===== src/rtl/shift_reg_seq.sv =====
// shift_reg_seq: parametrised multi-mode shift register with a built-in
// shift sequencer. A single start command either loads the register or
// shifts/rotates it by a programmable amount over several cycles, with a
// busy/done handshake reporting progress.
//
// Optional feature macro: SHIFT_REG_SEQ_BYTE_STEP_EN
//   defined   : each SHIFT-state edge moves LANE positions while the remaining
//               count is >= LANE, otherwise 1 position.
//   undefined : strictly 1 bit position per SHIFT-state edge.
//
// Handshake: start is sampled only while the sequencer is IDLE; a command
// seen while busy is dropped, not queued. A multi-cycle command raises busy
// on the accepting edge and holds it for exactly as many cycles as steps
// are needed. done is a single-cycle pulse in the cycle after the command
// completes, and the final register value is visible in that same cycle.
// busy and done are never high together. Because the sequencer is already
// IDLE while done is high, a new start in the done cycle is accepted.

module shift_reg_seq #(
  parameter int WIDTH   = 64,
  parameter int LANE    = 8,
  parameter int SHAMT_W = 7
) (
  input  logic               clk,
  input  logic               rst,
  input  logic               start,
  input  logic [2:0]         mode,
  input  logic [SHAMT_W-1:0] amount,
  input  logic [WIDTH-1:0]   data_in,
  input  logic               fill_bit,
  output logic [WIDTH-1:0]   data_out,
  output logic               busy,
  output logic               done
);

  // Command encodings on the mode input.
  localparam logic [2:0] MODE_LOAD = 3'b000;
  localparam logic [2:0] MODE_SHL  = 3'b001;
  localparam logic [2:0] MODE_SHR  = 3'b010;
  localparam logic [2:0] MODE_SAR  = 3'b011;
  localparam logic [2:0] MODE_ROL  = 3'b100;
  localparam logic [2:0] MODE_ROR  = 3'b101;

`ifdef SHIFT_REG_SEQ_BYTE_STEP_EN
  localparam bit BYTE_STEP_EN = 1'b1;
`else
  localparam bit BYTE_STEP_EN = 1'b0;
`endif

  localparam logic [SHAMT_W-1:0] LANE_AMT = SHAMT_W'(LANE);
  localparam logic [SHAMT_W-1:0] ONE_AMT  = SHAMT_W'(1);

  typedef enum logic {
    ST_IDLE  = 1'b0,
    ST_SHIFT = 1'b1
  } state_t;

  state_t             state_q, state_d;
  logic [WIDTH-1:0]   data_q, data_d;
  logic               busy_q, busy_d;
  logic               done_q, done_d;
  logic [2:0]         mode_q, mode_d;
  logic [SHAMT_W-1:0] remaining_q, remaining_d;

  // Intermediate values of a single SHIFT-state step.
  logic               lane_step;
  logic [SHAMT_W-1:0] step_amt;
  logic [SHAMT_W-1:0] remaining_next;
  logic [WIDTH-1:0]   data_step;

  // One bit position of movement for the latched mode; reserved codes hold.
  function automatic logic [WIDTH-1:0] step_one(
    input logic [WIDTH-1:0] q,
    input logic [2:0]       m,
    input logic             fill
  );
    logic [WIDTH-1:0] r;
    r = q;
    case (m)
      MODE_SHL: r = {q[WIDTH-2:0], fill};
      MODE_SHR: r = {fill, q[WIDTH-1:1]};
      MODE_SAR: r = {q[WIDTH-1], q[WIDTH-1:1]};
      MODE_ROL: r = {q[WIDTH-2:0], q[WIDTH-1]};
      MODE_ROR: r = {q[0], q[WIDTH-1:1]};
      default:  r = q;
    endcase
    return r;
  endfunction

  // Datapath of one SHIFT-state edge: a lane-sized jump when enabled and
  // enough positions remain, else a single position. The lane jump is built
  // as LANE chained single steps so fill/sign/rotate rules apply per bit.
  always_comb begin
    lane_step = BYTE_STEP_EN && (remaining_q >= LANE_AMT);
    step_amt  = lane_step ? LANE_AMT : ONE_AMT;
    data_step = data_q;
    for (int i = 0; i < LANE; i++) begin
      if (lane_step || (i == 0)) begin
        data_step = step_one(data_step, mode_q, fill_bit);
      end
    end
    remaining_next = remaining_q - step_amt;
  end

  // Sequencer next-state: accept commands in IDLE, step and count in SHIFT.
  always_comb begin
    state_d     = state_q;
    data_d      = data_q;
    busy_d      = busy_q;
    done_d      = 1'b0;
    mode_d      = mode_q;
    remaining_d = remaining_q;
    case (state_q)
      ST_IDLE: begin
        busy_d = 1'b0;
        if (start) begin
          case (mode)
            MODE_LOAD: begin
              data_d = data_in;
              done_d = 1'b1;
            end
            MODE_SHL, MODE_SHR, MODE_SAR, MODE_ROL, MODE_ROR: begin
              if (amount == '0) begin
                done_d = 1'b1;
              end else begin
                mode_d      = mode;
                remaining_d = amount;
                busy_d      = 1'b1;
                state_d     = ST_SHIFT;
              end
            end
            default: begin
              // Reserved modes complete immediately as no-ops.
              done_d = 1'b1;
            end
          endcase
        end
      end
      ST_SHIFT: begin
        data_d      = data_step;
        remaining_d = remaining_next;
        if (remaining_next == '0) begin
          busy_d  = 1'b0;
          done_d  = 1'b1;
          state_d = ST_IDLE;
        end
      end
      default: begin
        state_d     = ST_IDLE;
        busy_d      = 1'b0;
        remaining_d = '0;
      end
    endcase
  end

  // State and datapath registers; reset aborts any command in progress.
  always_ff @(posedge clk or posedge rst) begin
    if (rst) begin
      state_q     <= ST_IDLE;
      data_q      <= '0;
      busy_q      <= 1'b0;
      done_q      <= 1'b0;
      mode_q      <= MODE_LOAD;
      remaining_q <= '0;
    end else begin
      state_q     <= state_d;
      data_q      <= data_d;
      busy_q      <= busy_d;
      done_q      <= done_d;
      mode_q      <= mode_d;
      remaining_q <= remaining_d;
    end
  end

  assign data_out = data_q;
  assign busy     = busy_q;
  assign done     = done_q;

endmodule


===== config.mk =====
export PLATFORM = sky130hd
export DESIGN_NAME = shift_reg_seq
export DESIGN_NICKNAME = d
export VERILOG_FILES = /design/src/rtl/shift_reg_seq.sv
export SDC_FILE = /design/constraint.sdc
export NUM_CORES = 1
export LEC_CHECK = 0
export BUFFER_PORTS_ARGS = -buffer_cell sky130_fd_sc_hd__buf_4
export CORE_ASPECT_RATIO = 1.75
export CORE_MARGIN = 1
export CORE_UTILIZATION = 49
export CTS_BUF_LIST = sky130_fd_sc_hd__clkbuf_16
export DETAILED_ROUTE_END_ITERATION = 12
export GPL_TIMING_DRIVEN = 0
export PLACE_DENSITY = 0.77
export SLEW_MARGIN = 20
export SYNTH_ARGS = -nofsm -noshare
export SYNTH_HDL_FRONTEND = slang
export SYNTH_SLANG_ARGS = --single-unit

===== constraint.sdc =====
create_clock -name clk -period 3.7 [get_ports clk]
set_input_delay 0.37 -clock clk [delete_from_list [all_inputs] [get_ports clk]]
set_output_delay 0.37 -clock clk [all_outputs]
set_load 0.1 [all_outputs]

==> impl_summary.log <==
INFO  metric port-buffer-count = 143
INFO  metric worst_slew_margin_rel = 0.606
INFO  metric clock_sink_count = 77
INFO  metric num_io_pins = 144
INFO  metric finalSetupTns = 0 ns
INFO  metric wire_length_of_the_first_global_routing_pass = 20600 um
INFO  metric antenna_found_initial = 0
INFO  metric coreArea = 9090 um2
INFO  metric setup_slack = 1.32 ns
INFO  metric netlist_area = 4600 um2
INFO  metric timing_max_transition_violations_final = 0
INFO  metric setup_viol = 0
INFO  metric critical_path_start_end_classification = reg2reg
INFO  metric postSynthAreaPerCell = 9.93 um2
INFO  metric synth_fp_nets = 543
INFO  metric critical_path_peak_fanout = 9
INFO  metric syn_to_final_growth = 33.7%
INFO  metric postSynth.asyncResetShare = 1.00
INFO  metric critPathSlowestCell = a211oi_1
INFO  metric drv_cap = 0
INFO  metric fill_cells = 742
INFO  metric cts-buffers-inserted = 9
INFO  metric finalWirelength = 13300 um
INFO  metric timing.critical_path.to_type = register
INFO  metric hp-class = in2async
INFO  metric drtPass1Iterations = 4
INFO  metric die_width = 75.2 um
INFO  metric worst_hold_slack = 0.0628 ns
INFO  metric share_of_layout_cells_above_drive_strength_1 = 0.305
INFO  metric dominantRegCellSynth = dfrtp_1
INFO  metric detailroute.via_count = 4305
INFO  metric initial_core_util = 0.506
INFO  metric critical_path_required = 3.93 ns
INFO  metric cts_resized = 0
INFO  metric ys_seq_area_frac = 0.419
INFO  metric cts_max_path_buffers = 2
INFO  metric final_core_utilization = 0.676
INFO  metric postRouteAntennaNets = 0
INFO  metric tritoncts_clock_tree = done
INFO  metric via_per_inst = 5.80
INFO  metric drt_first_iter_violations = 257
INFO  metric leading_cell_types_in_the_layout_fill_and_taps_excluded = 149 x buf_4, 77 x dfrtp_1, 73 x nand2_1
INFO  metric worst_slew_pin_slew = 0.587 ns
INFO  metric fmax = 0.421 GHz
INFO  metric grt_max_degree = 42
INFO  metric die-height = 130 um
INFO  metric die_footprint = 9790 um2
INFO  metric min_period_over_period = 0.643
INFO  metric gr-usage-all-layers = 0.279
INFO  metric drc = 0
INFO  metric postCtsSetupRepairBufs = 0
INFO  metric dp_hpwl = 9930 um
INFO  metric status = finished clean
INFO  metric critical_path.startpoint_type = register
INFO  metric mostFrequentLayoutCell = buf_4
INFO  metric n_antenna_cell = 0
INFO  metric detailedPlace.worstSlack = 1.40 ns
INFO  metric slowest_delay = 0.50 ns
INFO  metric syn-instance-count = 463
INFO  metric ys.warnings.count = 0
INFO  metric clock_latency = 0.34 ns
INFO  metric cts_htree_levels = 3
INFO  metric routability_congestion = 0.848
INFO  metric post_drt_wl_per_cell = 17.9 um
INFO  metric nNetsFinal = 698
INFO  metric root_buffer = clkbuf_16
INFO  metric cp_top_family = compound AO/OA/AOI/OAI gates
INFO  metric yosys.cell_types.count = 51
INFO  metric grt_setup_unrepaired = no
INFO  metric clock_skew = 0.00600 ns
INFO  metric path_cells = clkbuf_1 > inv_1 > ha_1 > o21bai_1 > a211o_1 > a211oi_1 > o21ba_2
INFO  metric grt.overflow.total = 0
INFO  metric clk_transition_reported_paths = 0.06 ns
INFO  metric synth_seq_cells = 77
INFO  metric floorplan_row_count = 46
INFO  metric synth_enable_flop_cells = 0
INFO  metric timing.final.crit_period = 2.38 ns
INFO  metric first_global_vias = 4205
INFO  metric report.final.hold_viol_count = 0
INFO  metric post_cts_hold_buffer_count = 0
INFO  metric crit_path_buf_inv_count = 2
INFO  metric worstPathArrival = 2.61 ns
-- Yosys cell counts (all sizes together) (2+ instances only) --
cell type / instances / share of area
nor2: 6 / 0.0049
mux2i: 62 / 0.13
buf: 14 / 0.020
a21oi: 7 / 0.010
o21ai: 8 / 0.0087
o31ai: 2 / 0.0033
ha: 2 / 0.0054
nand2: 73 / 0.060
o221ai: 2 / 0.0038
nor2b: 3 / 0.0041
a211oi: 2 / 0.0033
nand2b: 4 / 0.0054
o21bai: 2 / 0.0033
a32oi: 2 / 0.0038
nand3b: 63 / 0.10
and3: 2 / 0.0027
mux2: 4 / 0.012
and3b: 2 / 0.0038
o221a: 3 / 0.0073
dfrtp: 77 / 0.42
inv: 7 / 0.0057
o211ai: 62 / 0.10
clkbuf: 25 / 0.021
a22oi: 2 / 0.0033
nor3: 4 / 0.0044
or3: 4 / 0.0054
-- worst register-to-register path: cells and delay by family, from the launching register on --
family                     cells  cell delay (ns)
adders and majority gates      1             0.28
AOI/OAI and AO/OA              4             1.23
DFF                            1             0.32
buffers and inverters          2             0.44
-- path summary, 6_finish.rpt --
| check | from | to | slack, ns | cells past startpoint |
|---|---|---|---|---|
| setup / recovery | remaining_q[1]$_DFFE_PP0P_ | state_q$_DFF_PP0_ | 1.32 | 7 |
| hold / removal | rst | data_out[11]$_DFFE_PP0P_ | 0.06 | 2 |
| setup reg to reg | remaining_q[1]$_DFFE_PP0P_ | state_q$_DFF_PP0_ | 1.32 | 7 |
| hold reg to reg | busy$_DFFE_PP0P_ | busy$_DFFE_PP0P_ | 0.55 | 2 |
| max in group asynchronous | rst | data_out[62]$_DFFE_PP0P_ | 3.05 | 3 |
| min in group clk | mode[0] | mode_q[0]$_DFFE_PP0P_ | 0.28 | 2 |
-- cell families after synthesis --
logic type / count (synthesis) / share of synthesized area
AOI/OAI and AO/OA: 101 / 0.167
and+or+nand+nor: 169 / 0.210
xor gates and xnor gates: 2 / 0.00381
muxes: 66 / 0.147
adders and majority gates: 2 / 0.00544
DFF: 77 / 0.419
buffers and inverters: 46 / 0.0471
-- flip-flops by register name, indices dropped and copies added, names as in the netlist --
register	flops
done	1
busy	1
data_out	64
remaining_q	7
state_q	1
mode_q	3
-- layer usage --
layer / routed length [um] / track usage / part of all wire / vias to the layer above
met5: 0 / 0 / 0 / -
met4: 412 / 0.147 / 0.031 / 0
met3: 611 / 0.0371 / 0.046 / 26
met2: 7320 / 0.513 / 0.55 / 141
met1: 4920 / 0.302 / 0.37 / 2121
li1: - / - / - / 2017
-- area by class of cell --
type / count / area (um2) / area share
timing repair buffer: 144 / 1090 / 0.178
sequential: 77 / 1930 / 0.313
tap: 120 / 150 / 0.0244
inverter: 7 / 28.8 / 0.00468
clock buffer: 9 / 225 / 0.0366
buffer: 39 / 190 / 0.0309
clock inverter: 6 / 78.8 / 0.0128
multi-input combinational: 340 / 2450 / 0.399
-- stage by stage --
stage	area, um2	instances
finish	6150	742
global route	6150	742
detailed placement	5840	727
CTS	6150	742
global placement	5820	726
floorplan	4600	463
Power is left out: the tool's default activity adds up to more than one toggle a clock period on the data nets, which glitch-free logic cannot reach.
